<file path="config.mk">
export PLATFORM = sky130hd
export DESIGN_NAME = seg_msg_scan
export DESIGN_NICKNAME = d
export VERILOG_FILES = /design/src/rtl/seg_msg_scan.sv
export SDC_FILE = /design/constraint.sdc
export NUM_CORES = 1
export LEC_CHECK = 0
export ABC_AREA = 1
export CAP_MARGIN = 5
export CORE_ASPECT_RATIO = 0.6
export CORE_UTILIZATION = 44
export CTS_CLUSTER_SIZE = 25
export DETAILED_ROUTE_END_ITERATION = 16
export GPL_ROUTABILITY_DRIVEN = 0
export SLEW_MARGIN = 20
export SYNTH_ARGS = -nofsm -noshare
export SYNTH_HDL_FRONTEND = slang
export SYNTH_SLANG_ARGS = --single-unit
</file>
<file path="constraint.sdc">
create_clock -name clk -period 2.1 [get_ports clk]
set_input_delay 0.42 -clock clk [delete_from_list [all_inputs] [get_ports clk]]
set_output_delay 0.42 -clock clk [all_outputs]
set_load 0.1 [all_outputs]
</file>
<file path="src/rtl/seg_msg_scan.sv">
// Multiplexed 7-segment message display with a frame-latched message,
// blink gating and a retriggerable buzzer timer.
module seg_msg_scan #(
  parameter int NUM_DIGITS     = 4,
  parameter int REFRESH_CYCLES = 50_000,
  parameter int BUZZ_CYCLES    = 100_000_000,
  parameter int BLINK_CYCLES   = 25_000_000
) (
  input  logic                  clk,
  input  logic                  rst,
  input  logic                  buzz,
  input  logic [2:0]            state,
  input  logic                  blink_en,
  output logic [7:0]            seg,
  output logic [NUM_DIGITS-1:0] digit,
  output logic                  buzzer
);

  localparam int RW = $clog2(REFRESH_CYCLES);
  localparam int IW = $clog2(NUM_DIGITS);
  localparam int BW = (BLINK_CYCLES > 1) ? $clog2(BLINK_CYCLES) : 1;
  localparam int ZW = $clog2(BUZZ_CYCLES + 1);

  localparam logic [RW-1:0] REF_LAST = RW'(REFRESH_CYCLES - 1);
  localparam logic [IW-1:0] IDX_LAST = IW'(NUM_DIGITS - 1);
  localparam logic [BW-1:0] BLK_LAST = BW'(BLINK_CYCLES - 1);
  localparam logic [ZW-1:0] BUZ_LOAD = ZW'(BUZZ_CYCLES);

  logic [RW-1:0] ref_q, ref_d;
  logic [IW-1:0] idx_q, idx_d;
  logic [2:0]    msg_q, msg_d;
  logic [BW-1:0] blk_q, blk_d;
  logic          on_q, on_d;
  logic [ZW-1:0] bcnt_q, bcnt_d;
  logic          buzzer_q, buzzer_d;

  logic          ref_wrap;
  logic [3:0]    idx_w;
  logic [31:0]   row;
  logic [7:0]    seg_raw;

  function automatic logic [31:0] msg_row(input logic [2:0] m);
    case (m)
      3'b001:  msg_row = {8'hFD, 8'h61, 8'hF5, 8'hF5};
      3'b010:  msg_row = {8'hFD, 8'h03, 8'h13, 8'hFD};
      3'b011:  msg_row = {8'hFD, 8'h03, 8'h71, 8'h71};
      3'b100:  msg_row = {8'h03, 8'h31, 8'h61, 8'h13};
      default: msg_row = 32'hFFFF_FFFF;
    endcase
  endfunction

  always_comb begin
    ref_wrap = (ref_q == REF_LAST);
    ref_d    = ref_wrap ? '0 : ref_q + RW'(1);
    idx_d    = idx_q;
    msg_d    = msg_q;
    if (ref_wrap) begin
      if (idx_q == IDX_LAST) begin
        idx_d = '0;
        msg_d = state;
      end else begin
        idx_d = idx_q + IW'(1);
      end
    end

    blk_d = blk_q;
    on_d  = on_q;
    if (!blink_en) begin
      blk_d = '0;
      on_d  = 1'b1;
    end else if (blk_q == BLK_LAST) begin
      blk_d = '0;
      on_d  = ~on_q;
    end else begin
      blk_d = blk_q + BW'(1);
    end

    bcnt_d = bcnt_q;
    if (buzz) begin
      bcnt_d = BUZ_LOAD;
    end else if (bcnt_q != '0) begin
      bcnt_d = bcnt_q - ZW'(1);
    end
    buzzer_d = (bcnt_d != '0);
  end

  always_ff @(posedge clk) begin
    if (rst) begin
      ref_q    <= '0;
      idx_q    <= '0;
      msg_q    <= 3'b000;
      blk_q    <= '0;
      on_q     <= 1'b1;
      bcnt_q   <= '0;
      buzzer_q <= 1'b0;
    end else begin
      ref_q    <= ref_d;
      idx_q    <= idx_d;
      msg_q    <= msg_d;
      blk_q    <= blk_d;
      on_q     <= on_d;
      bcnt_q   <= bcnt_d;
      buzzer_q <= buzzer_d;
    end
  end

  // Glyph table covers positions 0..3; wider displays blank the rest.
  always_comb begin
    idx_w   = 4'(idx_q);
    row     = msg_row(msg_q);
    seg_raw = 8'hFF;
    if (idx_w[3:2] == 2'b00) begin
      seg_raw = row[{idx_w[1:0], 3'b000} +: 8];
    end
    seg   = (blink_en && !on_q) ? 8'hFF : seg_raw;
    digit = NUM_DIGITS'(1) << idx_q;
  end

  assign buzzer = buzzer_q;

endmodule

</file>
# Yosys cells after proc, flatten, opt, wreduce, memory -nomap -nowiden
# Cells that the tools add are included.
word_totals:
  mem_count: 0
  inputBits: 7
  latch_bits: 0
  word_cells: 35
  mem_bits_rw: 0
  ff_bits: 75
  mem_bits_ro: 0
op_classes:
  order_cmp: 0
  mux: 5
  bitwise: 2
  n_div: 0
  n_addsub: 4
  n_shift: 2
  n_reduce_logical: 8
  n_mul: 0
  n_eq_ne: 7
op_table:
  columns: ["op", "count"]
  rows:
  - ["one-hot mux 32 bit (4 select lines)", 1]
  - ["2-to-1 mux 27 bit", 2]
  - ["nonzero test 27 bit", 2]
  - ["indexed part select 32 x 6 -> 8 bit", 1]
  - ["subtractor 27 x 1 -> 27 bit, second input constant", 1]
  - ["adder 25 x 1 -> 25 bit, second input constant", 1]
  - ["equality test 25 bit, second input constant", 1]
  - ["adder 16 x 1 -> 16 bit, second input constant", 1]
  - ["equality test 16 bit, second input constant", 1]
  - ["2-to-1 mux 8 bit", 1]
  - ["equality test 3 x 2 -> 1 bit, second input constant", 2]
  - ["OR reduction 2 bit", 2]
  - ["<< shifter 1 x 2 -> 4 bit, first input constant", 1]
  - ["equality test 3 x 1 -> 1 bit, second input constant", 1]
  - ["equality test 3 bit, second input constant", 1]
  - ["OR reduction 3 bit", 1]
  - ["adder 2 x 1 -> 2 bit, second input constant", 1]
  - ["equality test 2 bit, second input constant", 1]
  - ["2-to-1 mux 2 bit", 1]
  - ["inverter 1 bit", 2]
  - ["AND reduction 2 bit", 1]
  - ["logical AND 1 bit", 1]
  - ["logical NOT 1 bit", 1]

# Logic depth before layout (Yosys ltp)
logic_depth:
  depth_word: 4
  ltp_mapped: 16
  depth_no_buf: 15

# Worst setup path before layout
# OpenSTA, ideal clock, no wires.
synth_timing:
  path_kind: "reg-to-output"
  start: "register msg_q[2]"
  end: "output seg[4]"
  required_time_ns: 1.680
  path_stages_with_launch: 6
  path_slack_ns: -1.013
  t_arrival_ns: 2.693
  n_path_buf: 0
  cell_sequence: "dfxtp_1 inv_1 nor3_1 inv_1 nor2_1 o21ai_0"
synth_between:
  elab_chain_cells: 4
  elab_cells_between_ends: 7
synth_rtl:
  columns: ["item", "line", "text"]
  rows:
  - ["start, declared", "31", "logic [2:0] msg_q, msg_d;"]
  - ["start signal, assigned", "99", "msg_q <= msg_d;"]
  - ["equality test 3 bit, or another cell as far along", "43", "case (m)"]
  - ["one-hot mux 32 bit (4 select lines) *", "43", null]
  - ["indexed part select 32 x 6 -> 8 bit *", "113", "seg_raw = row[{idx_w[1:0], 3'b000} +: 8];"]
  - ["2-to-1 mux 8 bit *", "115", "seg = (blink_en && !on_q) ? 8'hFF : seg_raw;"]
  - ["end, declared", "14", "output logic [7:0] seg,"]
# Mark *: on every way between the ends. The rest lies on a longest branch, timed or not.

# Final worst setup path
layout_timing:
  start: "register msg_q[2]"
  end: "output seg[1]"
# The elaborated chain is that of the path after synthesis.

==> results.txt <==
CTS buffer count: 9
First-pass GRT wire length: 18200 um
Most frequent cells in the layout: nand2_1, nor2_1, dfxtp_1, inv_1, nand3_1
Die Height: 78.6 um
Clock tree sinks: 75
Root Driver: clkbuf_16
Worst Hold Path Cells: 1
Library cells used by synthesis: 42
Routed Antenna Nets: 0
Wire length on met2: 4360 um
Post-Route Skew: 0.0107 ns
Synth top area share: 34.9%
FF+latch count, synth: 75
Max Freq: 453 MHz
Final worst slack: -0.107 ns
DR pass1 iterations: 5
Status: complete, but fails checks
Setup Crit Path Kind: reg -> out
Most common cell after layout, fill and taps aside: nand2_1
R2r endpoint: buzzer$_SDFF_PP0_
Initial drt markers: 270
Main area contributors after synthesis: dfxtp_1, nand2_1, nor2_1
Pleak: 2.17 nW
Starting density of the core: 46.1%
Pwr Total: 0.00359 W
Final WL: 10700 um
Routed wire per std cell: 13.1 um
RSZ-0062 raised after global routing: yes
Sequential cell area fraction in the yosys report: 34.9%
CTS tree: yes
Total gr overflow: 0
Hold_ws: 0.455 ns
Met1 WL: 5590 um
Arr. time, crit path: 1.79 ns
Number of port buffers: 18
Number of top-level pins: 20
DRC errors left: 0
DR vias: 4145
Post-place setup slack: -0.00578 ns
Die ar.: 10200 um^2
CP Capture Type: primary output
Synthesized Nets: 661
Largest net degree at the start of global routing: 27
Post-DP HPWL: 8210 um
Post-route minimum period: 2.21 ns
Top layer in use: met4
Ys Warns: 0
Die width: 130 um
Setup crit end: seg[1]
Max_cap viols: 0
Fin. Hold Viols: 0
Peak supply drop: 0.443 mV
N_diodes: 0
Avg Cell Area, Syn: 6.66 um^2
Startpoint types: flip-flop
Hold Path Class: reg -> reg
GRT Util Overall: 23.0%
Final Max Tran Viols: 0
Worst r2r path cells: 11
# rows: 27
PwrDens: 683 nW/um^2
Vias per cell: 5.04
H-tree Lvls: 3
Wire length on met3: 682 um
Largest area contributor in the netlist: dfxtp_1
Internal reg-to-reg setup slack: 0.12 ns
Clk Latency, worst-skew pair: 0.34 ns
Clock Pin Slew Worst Setup and Hold Paths: 0.05 ns
FF-to-FF Start: bcnt_q[20]$_SDFF_PP0_
Layout filler cell count: 917
Core area: 9320 um^2
Fin crit share: 105%
Synthesized netlist cell count: 646
Area Overhead vs Synth: 22.2%
Vias in the first global route: 3842
Setup TNS: -0.147 ns
Cell Area, Synth: 4300 um^2
Layout cells sized above 1: 18.5%
Clock buffer depth: 2
Data required, critical path: 1.68 ns
Crit. Startpoint: msg_q[2]$_SDFFE_PP0P_
Violated checks: setup timing
Final setup fails: 3
CP Max Fanout: 4
Fin nets: 703
Initial antenna violation count: 0
through the flow:
step                area, um^2  utilization (%)  cells
global placement          4880             52.3    802
finish                    5260             56.4    822
detailed placement        4880             52.3    802
floorplan                 4340                -    646
CTS                       5160             55.3    817
global route              5260             56.4    822
metal layers:
layer	up-vias	global-route usage (%)
met5	-	0
met4	0	7.21
met3	14	5.66
met2	108	32.8
met1	1858	33.4
li1	2165	-
power by group:
group	internal, W	leakage (nW)	switching [W]
combinational	0.000233	1.43	0.000450
sequential	0.00147	0.614	0.0000516
clock	0.000789	0.128	0.000598
flip-flops by register name, indices dropped and copies added (netlist names):
signal,count
on_q,1
idx_q,2
msg_q,3
blk_q,25
ref_q,16
buzzer,1
bcnt_q,27
Yosys cell counts:
master / count
nand2_1: 134
nor2_1: 105
inv_1: 76
dfxtp_1: 75
nand3_1: 55
a21oi_1: 33
nor3_1: 22
nand4_1: 20
o21ai_0: 19
nor2_2: 14
xor2_1: 11
ha_1: 8
nand2_2: 8
inv_2: 5
xnor2_1: 5
clkbuf_1: 4
nand3b_1: 4
nor3_4: 4
o21ai_1: 4
buf_2: 3
nor3b_1: 3
nor4_1: 3
o211ai_1: 3
or2_2: 3
buf_1: 2
buf_4: 2
clkinv_1: 2
nor2_4: 2
nor3_2: 2
nor3b_2: 2
o21a_1: 2
a211o_1: 1
a21oi_2: 1
a31oi_1: 1
buf_6: 1
clkbuf_2: 1
conb_1: 1
nand2_4: 1
nand3_2: 1
nand4_2: 1
nor4_2: 1
nor4_4: 1
worst max-delay path, stage by stage (launching register included):
cell	delay (ns)
dfxtp_4	0.38
inv_4	0.05
nor3_4	0.26
inv_2	0.09
o211ai_1	0.27
a211o_1	0.23
buf_12	0.18
cell type report:
class / count / area, um^2 / share of cell area (%)
clock buffers: 10 / 229 / 4.35
flip-flops and latches: 75 / 1510 / 28.7
clock inverters: 5 / 31.3 / 0.595
well taps: 130 / 163 / 3.09
repair buffers: 43 / 479 / 9.11
inverters: 83 / 314 / 5.97
multi-input cells: 476 / 2530 / 48.1
cells by family (layout without fill, tap and decap cells):
group,Yosys count,after routing,share of synthesized area (%)
XOR/XNOR,16,16,3.26
AND/OR/NAND/NOR,386,387,42.7
buffers and inverters,96,141,8.84
AO/OA/AOI/OAI,64,64,7.94
adder cells (fa/ha/maj),8,8,2.33
other,1,1,0.0872
flip-flops,75,75,34.9
what timing repair did:
action | CTS | global route
cloned | 0 | 1
hold buffers | 0 | 0
gates resized for setup | 7 | 23
endpoints found under the setup margin | 5 | 8
pin swaps | 3 | 8
endpoints found under the hold margin | 0 | 0
setup buffers | 0 | 4
worst min path at each step:
| stage | endpoint | slack, ns | from |
|---|---|---|---|
| final | ref_q[0]$_SDFF_PP0_ | 0.46 | ref_q[0]$_SDFF_PP0_ |
| after global routing | ref_q[0]$_SDFF_PP0_ | 0.47 | ref_q[0]$_SDFF_PP0_ |
| after CTS | ref_q[0]$_SDFF_PP0_ | 0.46 | ref_q[0]$_SDFF_PP0_ |
| after detailed placement | ref_q[0]$_SDFF_PP0_ | 0.44 | ref_q[0]$_SDFF_PP0_ |
| after global placement | ref_q[0]$_SDFF_PP0_ | 0.43 | ref_q[0]$_SDFF_PP0_ |
| after floorplan | blk_q[0]$_SDFF_PP0_ | 0.42 | blk_q[0]$_SDFF_PP0_ |
Power figures use the tool's default switching activity.
